<file path="config.mk">
export PLATFORM = sky130hd
export DESIGN_NAME = fp_mult_pipe
export DESIGN_NICKNAME = d
export VERILOG_FILES = /design/src/rtl/fp_mult_pkg.sv /design/src/rtl/fp_round_norm.sv /design/src/rtl/fp_mult_pipe.sv
export SDC_FILE = /design/constraint.sdc
export NUM_CORES = 2
export LEC_CHECK = 0
export ABC_AREA = 1
export ABC_CLOCK_PERIOD_IN_PS = 7200
export BUFFER_PORTS_ARGS = -buffer_cell sky130_fd_sc_hd__buf_2
export CAP_MARGIN = 20
export CELL_PAD_IN_SITES_DETAIL_PLACEMENT = 0
export CELL_PAD_IN_SITES_GLOBAL_PLACEMENT = 1
export CORE_MARGIN = 10
export CORE_UTILIZATION = 50
export CTS_BUF_LIST = sky130_fd_sc_hd__clkbuf_4 sky130_fd_sc_hd__clkbuf_8 sky130_fd_sc_hd__clkbuf_16
export DETAILED_ROUTE_END_ITERATION = 6
export HOLD_SLACK_MARGIN = 0.06
export PLACE_DENSITY = 0.85
export SLEW_MARGIN = 30
export SYNTH_ARGS = -nofsm -noshare
export SYNTH_HDL_FRONTEND = slang
export SYNTH_SLANG_ARGS = --single-unit
</file>
<file path="constraint.sdc">
create_clock -name clock -period 7.2 [get_ports clock]
set_input_delay 0.36 -clock clock [delete_from_list [all_inputs] [get_ports clock]]
set_output_delay 0.36 -clock clock [all_outputs]
set_load 0.005 [all_outputs]
</file>
<file path="src/rtl/fp_mult_pkg.sv">
// Shared types and helpers for the pipelined floating-point multiplier.
// Field widths come from EXP_W/MAN_W; the helpers derive everything else.
package fp_mult_pkg;

  typedef enum logic [2:0] {
    ZERO,
    NORM,
    INF,
    QNAN,
    SNAN
  } fp_class_e;

  typedef struct packed {
    logic overflow;
    logic underflow;
    logic invalid;
    logic inexact;
  } fp_flags_t;

  localparam int MAX_W = 128;

  function automatic int calc_w(input int exp_w, input int man_w);
    return 1 + exp_w + man_w;
  endfunction

  function automatic int calc_bias(input int exp_w);
    return (1 << (exp_w - 1)) - 1;
  endfunction

  // Sign 0, exponent all ones, fraction MSB set; caller slices to W bits.
  function automatic logic [MAX_W-1:0] qnan_word(
    input int exp_w,
    input int man_w
  );
    logic [MAX_W-1:0] w;
    w = ((MAX_W'(1) << exp_w) - MAX_W'(1)) << man_w;
    w = w | (MAX_W'(1) << (man_w - 1));
    return w;
  endfunction

  // Subnormals classify as ZERO: the datapath flushes them.
  function automatic fp_class_e classify(
    input logic exp_ones,
    input logic exp_zero,
    input logic frac_zero,
    input logic frac_msb
  );
    fp_class_e c;
    c = NORM;
    if (exp_zero) c = ZERO;
    else if (exp_ones && frac_zero) c = INF;
    else if (exp_ones && frac_msb) c = QNAN;
    else if (exp_ones) c = SNAN;
    return c;
  endfunction

endpackage

</file>
<file path="src/rtl/fp_round_norm.sv">
// Final-stage normalise, round-to-nearest-even, pack and exceptions.
// Purely combinational; the top registers its outputs.
module fp_round_norm
  import fp_mult_pkg::*;
#(
  parameter int EXP_W = 8,
  parameter int MAN_W = 23,
  localparam int W = calc_w(EXP_W, MAN_W)
) (
  input  fp_class_e                cls_a,
  input  fp_class_e                cls_b,
  input  logic                     sign,
  input  logic signed [EXP_W+1:0]  eu,
  input  logic [2*MAN_W+1:0]       prod,
  output logic [W-1:0]             res,
  output fp_flags_t                flags
);

  localparam int EW = EXP_W + 3;
  localparam int EMAX = (1 << EXP_W) - 1;
  localparam logic [MAX_W-1:0] QNAN_FULL = qnan_word(EXP_W, MAN_W);
  localparam logic [W-1:0] QNAN_W = QNAN_FULL[W-1:0];

  logic signed [EW-1:0] e_n;
  logic signed [EW-1:0] e_r;
  logic [MAN_W:0]       m_n;
  logic [MAN_W:0]       m_r;
  logic [MAN_W+1:0]     sum;
  logic                 guard;
  logic                 sticky;
  logic                 up;
  logic                 nan_a, nan_b;
  logic                 snan_any;
  logic                 zero_a, zero_b;
  logic                 inf_a, inf_b;

  always_comb begin
    e_n    = EW'(eu);
    m_n    = prod[2*MAN_W:MAN_W];
    guard  = prod[MAN_W-1];
    sticky = |prod[MAN_W-2:0];
    if (prod[2*MAN_W+1]) begin
      m_n    = prod[2*MAN_W+1:MAN_W+1];
      guard  = prod[MAN_W];
      sticky = |prod[MAN_W-1:0];
      e_n    = EW'(eu) + EW'(1);
    end
    up  = guard & (sticky | m_n[0]);
    sum = {1'b0, m_n} + (MAN_W+2)'(up);
    m_r = sum[MAN_W:0];
    e_r = e_n;
    // Carry out of rounding leaves 1.000..0 one binade up.
    if (sum[MAN_W+1]) begin
      m_r = sum[MAN_W+1:1];
      e_r = e_n + EW'(1);
    end
  end

  assign nan_a    = (cls_a == QNAN) || (cls_a == SNAN);
  assign nan_b    = (cls_b == QNAN) || (cls_b == SNAN);
  assign snan_any = (cls_a == SNAN) || (cls_b == SNAN);
  assign zero_a   = (cls_a == ZERO);
  assign zero_b   = (cls_b == ZERO);
  assign inf_a    = (cls_a == INF);
  assign inf_b    = (cls_b == INF);

  always_comb begin
    res   = '0;
    flags = '0;
    if (nan_a || nan_b) begin
      res           = QNAN_W;
      flags.invalid = snan_any;
    end else if ((zero_a && inf_b) || (inf_a && zero_b)) begin
      res           = QNAN_W;
      flags.invalid = 1'b1;
    end else if (inf_a || inf_b) begin
      res = {sign, {EXP_W{1'b1}}, {MAN_W{1'b0}}};
    end else if (zero_a || zero_b) begin
      res = {sign, {(W-1){1'b0}}};
    end else if (e_r >= EW'(EMAX)) begin
      res            = {sign, {EXP_W{1'b1}}, {MAN_W{1'b0}}};
      flags.overflow = 1'b1;
      flags.inexact  = 1'b1;
    end else if (e_r <= EW'(0)) begin
      res             = {sign, {(W-1){1'b0}}};
      flags.underflow = 1'b1;
      flags.inexact   = 1'b1;
    end else begin
      res           = {sign, e_r[EXP_W-1:0], m_r[MAN_W-1:0]};
      flags.inexact = guard | sticky;
    end
  end

endmodule

</file>
<file path="src/rtl/fp_mult_pipe.sv">
// Three-stage pipelined FP multiplier with valid/ready handshake.
// Whole pipe freezes on output backpressure; bubbles are kept.
module fp_mult_pipe
  import fp_mult_pkg::*;
#(
  parameter int EXP_W = 8,
  parameter int MAN_W = 23,
  localparam int W = calc_w(EXP_W, MAN_W)
) (
  input  logic         clock,
  input  logic         reset,
  input  logic         in_valid,
  output logic         in_ready,
  input  logic [W-1:0] a_in,
  input  logic [W-1:0] b_in,
  output logic         out_valid,
  input  logic         out_ready,
  output logic [W-1:0] product,
  output logic         overflow,
  output logic         underflow,
  output logic         invalid,
  output logic         inexact
);

  localparam int BIAS = calc_bias(EXP_W);
  localparam int EW   = EXP_W + 2;
  localparam int PW   = 2*MAN_W + 2;

  logic               stall;
  logic               sa, sb;
  logic [EXP_W-1:0]   ea, eb;
  logic [MAN_W-1:0]   fa, fb;
  fp_class_e          cls_a_in, cls_b_in;
  logic [EW-1:0]      eu_in;

  logic               v1, v2;
  fp_class_e          cls_a1, cls_b1, cls_a2, cls_b2;
  logic               sign1, sign2;
  logic signed [EW-1:0] eu1, eu2;
  logic [MAN_W:0]     ma1, mb1;
  logic [PW-1:0]      prod2;

  logic [W-1:0]       rn_res;
  fp_flags_t          rn_flags;
  fp_flags_t          flags_q;

  assign stall    = out_valid & ~out_ready;
  assign in_ready = ~stall;

  assign {sa, ea, fa} = a_in;
  assign {sb, eb, fb} = b_in;

  assign cls_a_in = classify(&ea, ~|ea, ~|fa, fa[MAN_W-1]);
  assign cls_b_in = classify(&eb, ~|eb, ~|fb, fb[MAN_W-1]);
  assign eu_in    = {2'b00, ea} + {2'b00, eb} - EW'(BIAS);

  always_ff @(posedge clock) begin
    if (!reset) begin
      v1        <= 1'b0;
      v2        <= 1'b0;
      out_valid <= 1'b0;
      product   <= '0;
      flags_q   <= '0;
    end else if (!stall) begin
      v1        <= in_valid;
      v2        <= v1;
      out_valid <= v2;
      product   <= v2 ? rn_res : '0;
      flags_q   <= v2 ? rn_flags : '0;
    end
  end

  // Payload registers carry no reset; the valid bits qualify them.
  always_ff @(posedge clock) begin
    if (!stall) begin
      cls_a1 <= cls_a_in;
      cls_b1 <= cls_b_in;
      sign1  <= sa ^ sb;
      eu1    <= eu_in;
      ma1    <= {1'b1, fa};
      mb1    <= {1'b1, fb};
      cls_a2 <= cls_a1;
      cls_b2 <= cls_b1;
      sign2  <= sign1;
      eu2    <= eu1;
      prod2  <= PW'(ma1) * PW'(mb1);
    end
  end

  fp_round_norm #(
    .EXP_W (EXP_W),
    .MAN_W (MAN_W)
  ) u_round_norm (
    .cls_a (cls_a2),
    .cls_b (cls_b2),
    .sign  (sign2),
    .eu    (eu2),
    .prod  (prod2),
    .res   (rn_res),
    .flags (rn_flags)
  );

  assign overflow  = flags_q.overflow;
  assign underflow = flags_q.underflow;
  assign invalid   = flags_q.invalid;
  assign inexact   = flags_q.inexact;

endmodule

</file>
After elaboration in Yosys (flattened, before gate mapping). Index checks and enable logic that the tools add are counted.

Reduce and logical (&&, ||, !) cells: 29. Equal/unequal tests: 6. Multiplexer cells: 35. Add/sub/neg operators: 5. Order comparisons: 2. Multiply operators: 1. Bitwise operators: 9.

Operators by type and width (number): $mux W31 (4); $mux W32 (3); $reduce_or A23 Y1 (3); $mul A24 B24 Y48 (1); $add A24 B1 Y25 (1); $mux W24 (1); $mux W23 (1); $mux W11 (2); $reduce_or A22 Y1 (1); $mux W2 (8); $reduce_and A8 Y1 (2); $reduce_or A8 Y1 (2); $mux W1 (13); $eq A3 B2 Y1 const B (4); $add A10 B2 Y11 const B (1); $add A11 B2 Y11 const B (1); $ge A11 B9 Y1 const B (1); $le A11 B1 Y1 const B (1); $sub A9 B7 Y10 const B (1); $add A8 B8 Y9 (1); $logic_or A1 B1 Y1 (7); $eq A3 B3 Y1 const B (2); $logic_and A1 B1 Y1 (6); $logic_not A3 Y1 (2); other kinds (9) (18).

Output and inout bits: 38. Bits of input ports: 68. Register bits after elaboration: 167.

Depth between registers and ports, before layout.
Depth after elaboration: 14. Depth in mapped cells: 30. Mapped depth without buffers: 29.

Cells and area by module. Synthesis repeated with hierarchy kept, for this count alone.

Cell total of the unflattened synthesis: 3755. Area total of the unflattened synthesis: 28762.6 sq um.

By module, submodules not included: fp_mult_pipe (instances 1, area each 26130.1 sq um, seq. area each 4624.4 sq um, cells each 3218); fp_round_norm (instances 1, area each 2632.5 sq um, seq. area each 0.0 sq um, cells each 537).

Worst setup path after synthesis. No wires, ideal clock.

Kind: register -> register. From: register ma1[13]. To: register prod2[43], data pin. Arrival time: 6071 ps. Library setup time: 260 ps. Cell stages (with the launch flop): 28. Data required time: 6940 ps. Clock period less this slack: 6330 ps. Setup slack: 870 ps. Cell sequence: edfxtp_1 -> clkbuf_1 -> nand2_1 -> fa_1 -> inv_1 -> fa_1 -> inv_1 -> fa_1 -> inv_1 -> fa_1 -> inv_1 -> fa_1 -> inv_1 -> fa_1 -> inv_1 -> fa_1 -> inv_1 -> ha_1 -> a21oi_1 -> inv_1 -> a21oi_1 -> o21ai_0 -> a31o_2 -> a21oi_1 -> nor3_1 -> nand3_1 -> nand2_1 -> xor2_1.

Longest elaborated chain between the ends: 1.

RTL lines: from (decl) (line fp_mult_pipe.sv:40) `logic [MAN_W:0] ma1, mb1;`; from (signal assigned) (line fp_mult_pipe.sv:80) `ma1 <= {1'b1, fa};`; $mul A24 B24 Y48 (line fp_mult_pipe.sv:86) `prod2 <= PW'(ma1) * PW'(mb1);`; to (signal assigned) (line fp_mult_pipe.sv:86); to (decl) (line fp_mult_pipe.sv:41) `logic [PW-1:0] prod2;`.

No other way between the ends. A chain may end at the register's enable or synchronous reset.

Worst setup path after layout.
From: register ma1[10]. To: register prod2[46], data pin.

Same word-level chain as after synthesis.

==> summary.json <==
{
  "port_buffer_count": 105,
  "timing.critical_path.mode_cell": "sky130_fd_sc_hd__fa_1",
  "die_h_um": 255.5,
  "max_cap_violation_count": 0,
  "io-pin-count": 106,
  "die-width_um": 255.5,
  "slowest_stage": "sky130_fd_sc_hd__fa_1",
  "ys_ff_latch": 167,
  "final_net_count": 4332,
  "grt_pass1_wl_um": 117300,
  "dp_worst_setup_slack_ns": 0.2712,
  "timing.critical_path.slowest_cell_delay_ns": 0.56,
  "final_cell_mix": "sky130_fd_sc_hd__inv_1, sky130_fd_sc_hd__nand2_1, sky130_fd_sc_hd__fa_1",
  "tritoncts_clock_tree": "yes",
  "synth_instances": 3407,
  "finalSetupViolCount": 0,
  "numPlacedInstances": 4242,
  "cts.repair.resized": 0,
  "fin_cells": 4351,
  "number_of_max_slew_violations_in_the_final_report": 0,
  "timing.hold.worst.start": "a_in[12]",
  "synthToLayoutAreaGrowth_pct": 11.47,
  "grt_start_max_net_pins": 76,
  "synth.yosys.seq_area_share_pct": 16.67,
  "finClkSkew_ns": 0.02753,
  "drt.antenna.violating_nets": 0,
  "grt.overflow.total": 0,
  "h-tree-depth": 4,
  "floorplan.initialDensity_pct": 50.44,
  "top_fanout_value_on_the_critical_path": 24,
  "layout.cells.most_common": "sky130_fd_sc_hd__inv_1",
  "detailed_place_hpwl_um": 58270,
  "post-route-worst-setup-slack_ns": 0.3487,
  "synth-edff-count": 128,
  "worst_setup_path_end_kind": "flop",
  "timing.rr.start": "ma1[10]",
  "worstPathRequired_ns": 7.42,
  "cell_area_after_technology_mapping_um2": 27730,
  "first_global_vias": 22160,
  "cts.clk_slew.worst_paths_ns": 0.10,
  "cts_root_buf": "sky130_fd_sc_hd__clkbuf_16",
  "number_of_buffers_on_the_longest_clock_path": 2,
  "status": "finished, final reports clean",
  "reg2reg_setup_slack_ns": 0.35,
  "postSynth.asyncResetShare_pct": 0,
  "finalWirelength_um": 71550,
  "placementRows": 86,
  "worst_hold_path.num_cells": 1,
  "first_pass_iters": 6,
  "path_class": "reg -> reg",
  "finalWeightedCongestion": 0.9250,
  "wl_per_cell_um": 16.44,
  "timing.rr.end": "prod2[46]",
  "number_of_antenna_violations_at_the_first_check_in_global_routing": 1,
  "timing_worst_slew_pin_value_ns": 0.9733,
  "globalRouteTotalUtil_pct": 22.43,
  "max_fclk_mhz": 146.0,
  "slew-limit-headroom_pct": 34.51,
  "arrival_ns": 7.07,
  "dr.first_iter.drc_count": 1570,
  "drc": 0,
  "clock_insertion_delay_worst_skew_ns": 0.50,
  "core_region_area_um2": 54990,
  "route.detailed.vias_per_inst": 4.885,
  "synthesis.yosys.warnings": 0,
  "synth-main-ff-cell": "sky130_fd_sc_hd__edfxtp_1",
  "post_route_cells_drive_above_1_share_pct": 9.994,
  "synth_nets": 4150,
  "rr_worst_depth": 24,
  "timing.setup.tns_ns": 0,
  "final_period_demand_of_the_worst_path_ns": 6.851,
  "synth.distinct_cells": 56,
  "timing.hold.worst_endpoint": "ma1[12]",
  "post-route-period-util_pct": 95.16,
  "cts_sinks": 167,
  "synth.avg_cell_area_um2": 8.140,
  "timing.hold.worst.class": "in -> reg",
  "design.die.area_um2": 65290,
  "start_kind": "flop",
  "hold_violations": 0,
  "cts_buffers": 17,
  "cp_cell_sequence": "buf_12 > nand2_1 > fa_1 > fa_1 > inv_1 > fa_1 > inv_1 > fa_1 > inv_1 > fa_1 > fa_1 > inv_1 > fa_1 > inv_1 > ha_1 > a21oi_1 > inv_1 > a31oi_1 > o21ai_0 > a21oi_1 > o21ai_0 > a31oi_1 > o21ai_0 > xor2_1",
  "routed-via-count": 21250
}
## state kept, by name, summed over array words and instances (netlist names), 3 cells and up
name,flops
mb1,23
cls_b1,3
eu2,10
cls_a2,3
cls_a1,3
product,32
prod2,48
cls_b2,3
eu1,10
ma1,23
## cells in the mapped netlist, types with 39 or more instances
master / number / area [um2]
sky130_fd_sc_hd__inv_1: 1031 / 3870
sky130_fd_sc_hd__dfxtp_1: 39 / 780.8
sky130_fd_sc_hd__nand3_1: 54 / 270.3
sky130_fd_sc_hd__a21oi_1: 98 / 490.5
sky130_fd_sc_hd__nand2_1: 831 / 3119
sky130_fd_sc_hd__fa_1: 483 / 9669
sky130_fd_sc_hd__ha_1: 192 / 2402
sky130_fd_sc_hd__edfxtp_1: 128 / 3844
sky130_fd_sc_hd__clkbuf_1: 99 / 371.6
sky130_fd_sc_hd__nor2_1: 122 / 457.9
sky130_fd_sc_hd__xor2_1: 43 / 376.6
sky130_fd_sc_hd__o21ai_0: 53 / 265.3
## cells by family after synthesis
| family | count (synthesis) | share of synthesized area [%] |
|---|---|---|
| flops | 167 | 16.67 |
| compound gates | 226 | 4.841 |
| fa+ha+maj | 675 | 43.53 |
| buf+inv | 1151 | 15.97 |
| simple gates | 1119 | 16.81 |
| xor+xnor | 69 | 2.179 |
## how the worst max path moves through the flow
stage                        from        end  slack, ns
after floorplan           ma1[13]  prod2[43]       0.87
after global placement    ma1[13]  prod2[41]       0.28
after detailed placement  ma1[13]  prod2[41]       0.27
after CTS                 ma1[13]  prod2[41]       0.25
after global routing      ma1[10]  prod2[46]      -0.02
final                     ma1[10]  prod2[46]       0.35
## through the flow
| step | instance area (um2) | utilization [%] | hold slack [ns] |
|---|---|---|---|
| CTS | 30450 | 55.37 | 0.06065 |
| global route | 30910 | 56.22 | 0.08454 |
| finish | 30910 | 56.22 | 0.09969 |
| global placement | 29480 | 53.62 | 0.4024 |
| detailed placement | 29480 | 53.62 | 0.4045 |
| floorplan | 27730 | - | 0.4003 |
## final cells by class
type	count	area [um2]
sequential	167	4624
inverter	1036	3896
clock inverter	13	146.4
clock buffer	19	457.9
multi-input combinational	2089	18680
fill	5091	24070
antenna	1	2.502
timing repair buffer	278	2168
tap	748	935.9
## what timing repair did
item | 4_1_cts | 5_1_grt
setup buffers | 0 | 40
hold buffers | 36 | 0
endpoints found under the setup margin | 0 | 9
endpoints found under the hold margin | 36 | 0
## routing by layer
metal,GRT usage [%],wire length [um]
met5,0,13
met1,29.85,31330
met3,5.500,5718
met2,36.30,32940
met4,5.455,1549
## worst max-delay path, delay by kind of cell, from the launching register on
family          cells  cell delay (ns)
compound gates      7             1.34
xor+xnor            1             0.16
flops               1             0.39
buf+inv             7             0.56
simple gates        1             0.12
fa+ha+maj           8             3.96
Power is left out: the tool's default activity adds up to more than one toggle a clock period on the data nets, which glitch-free logic cannot reach.
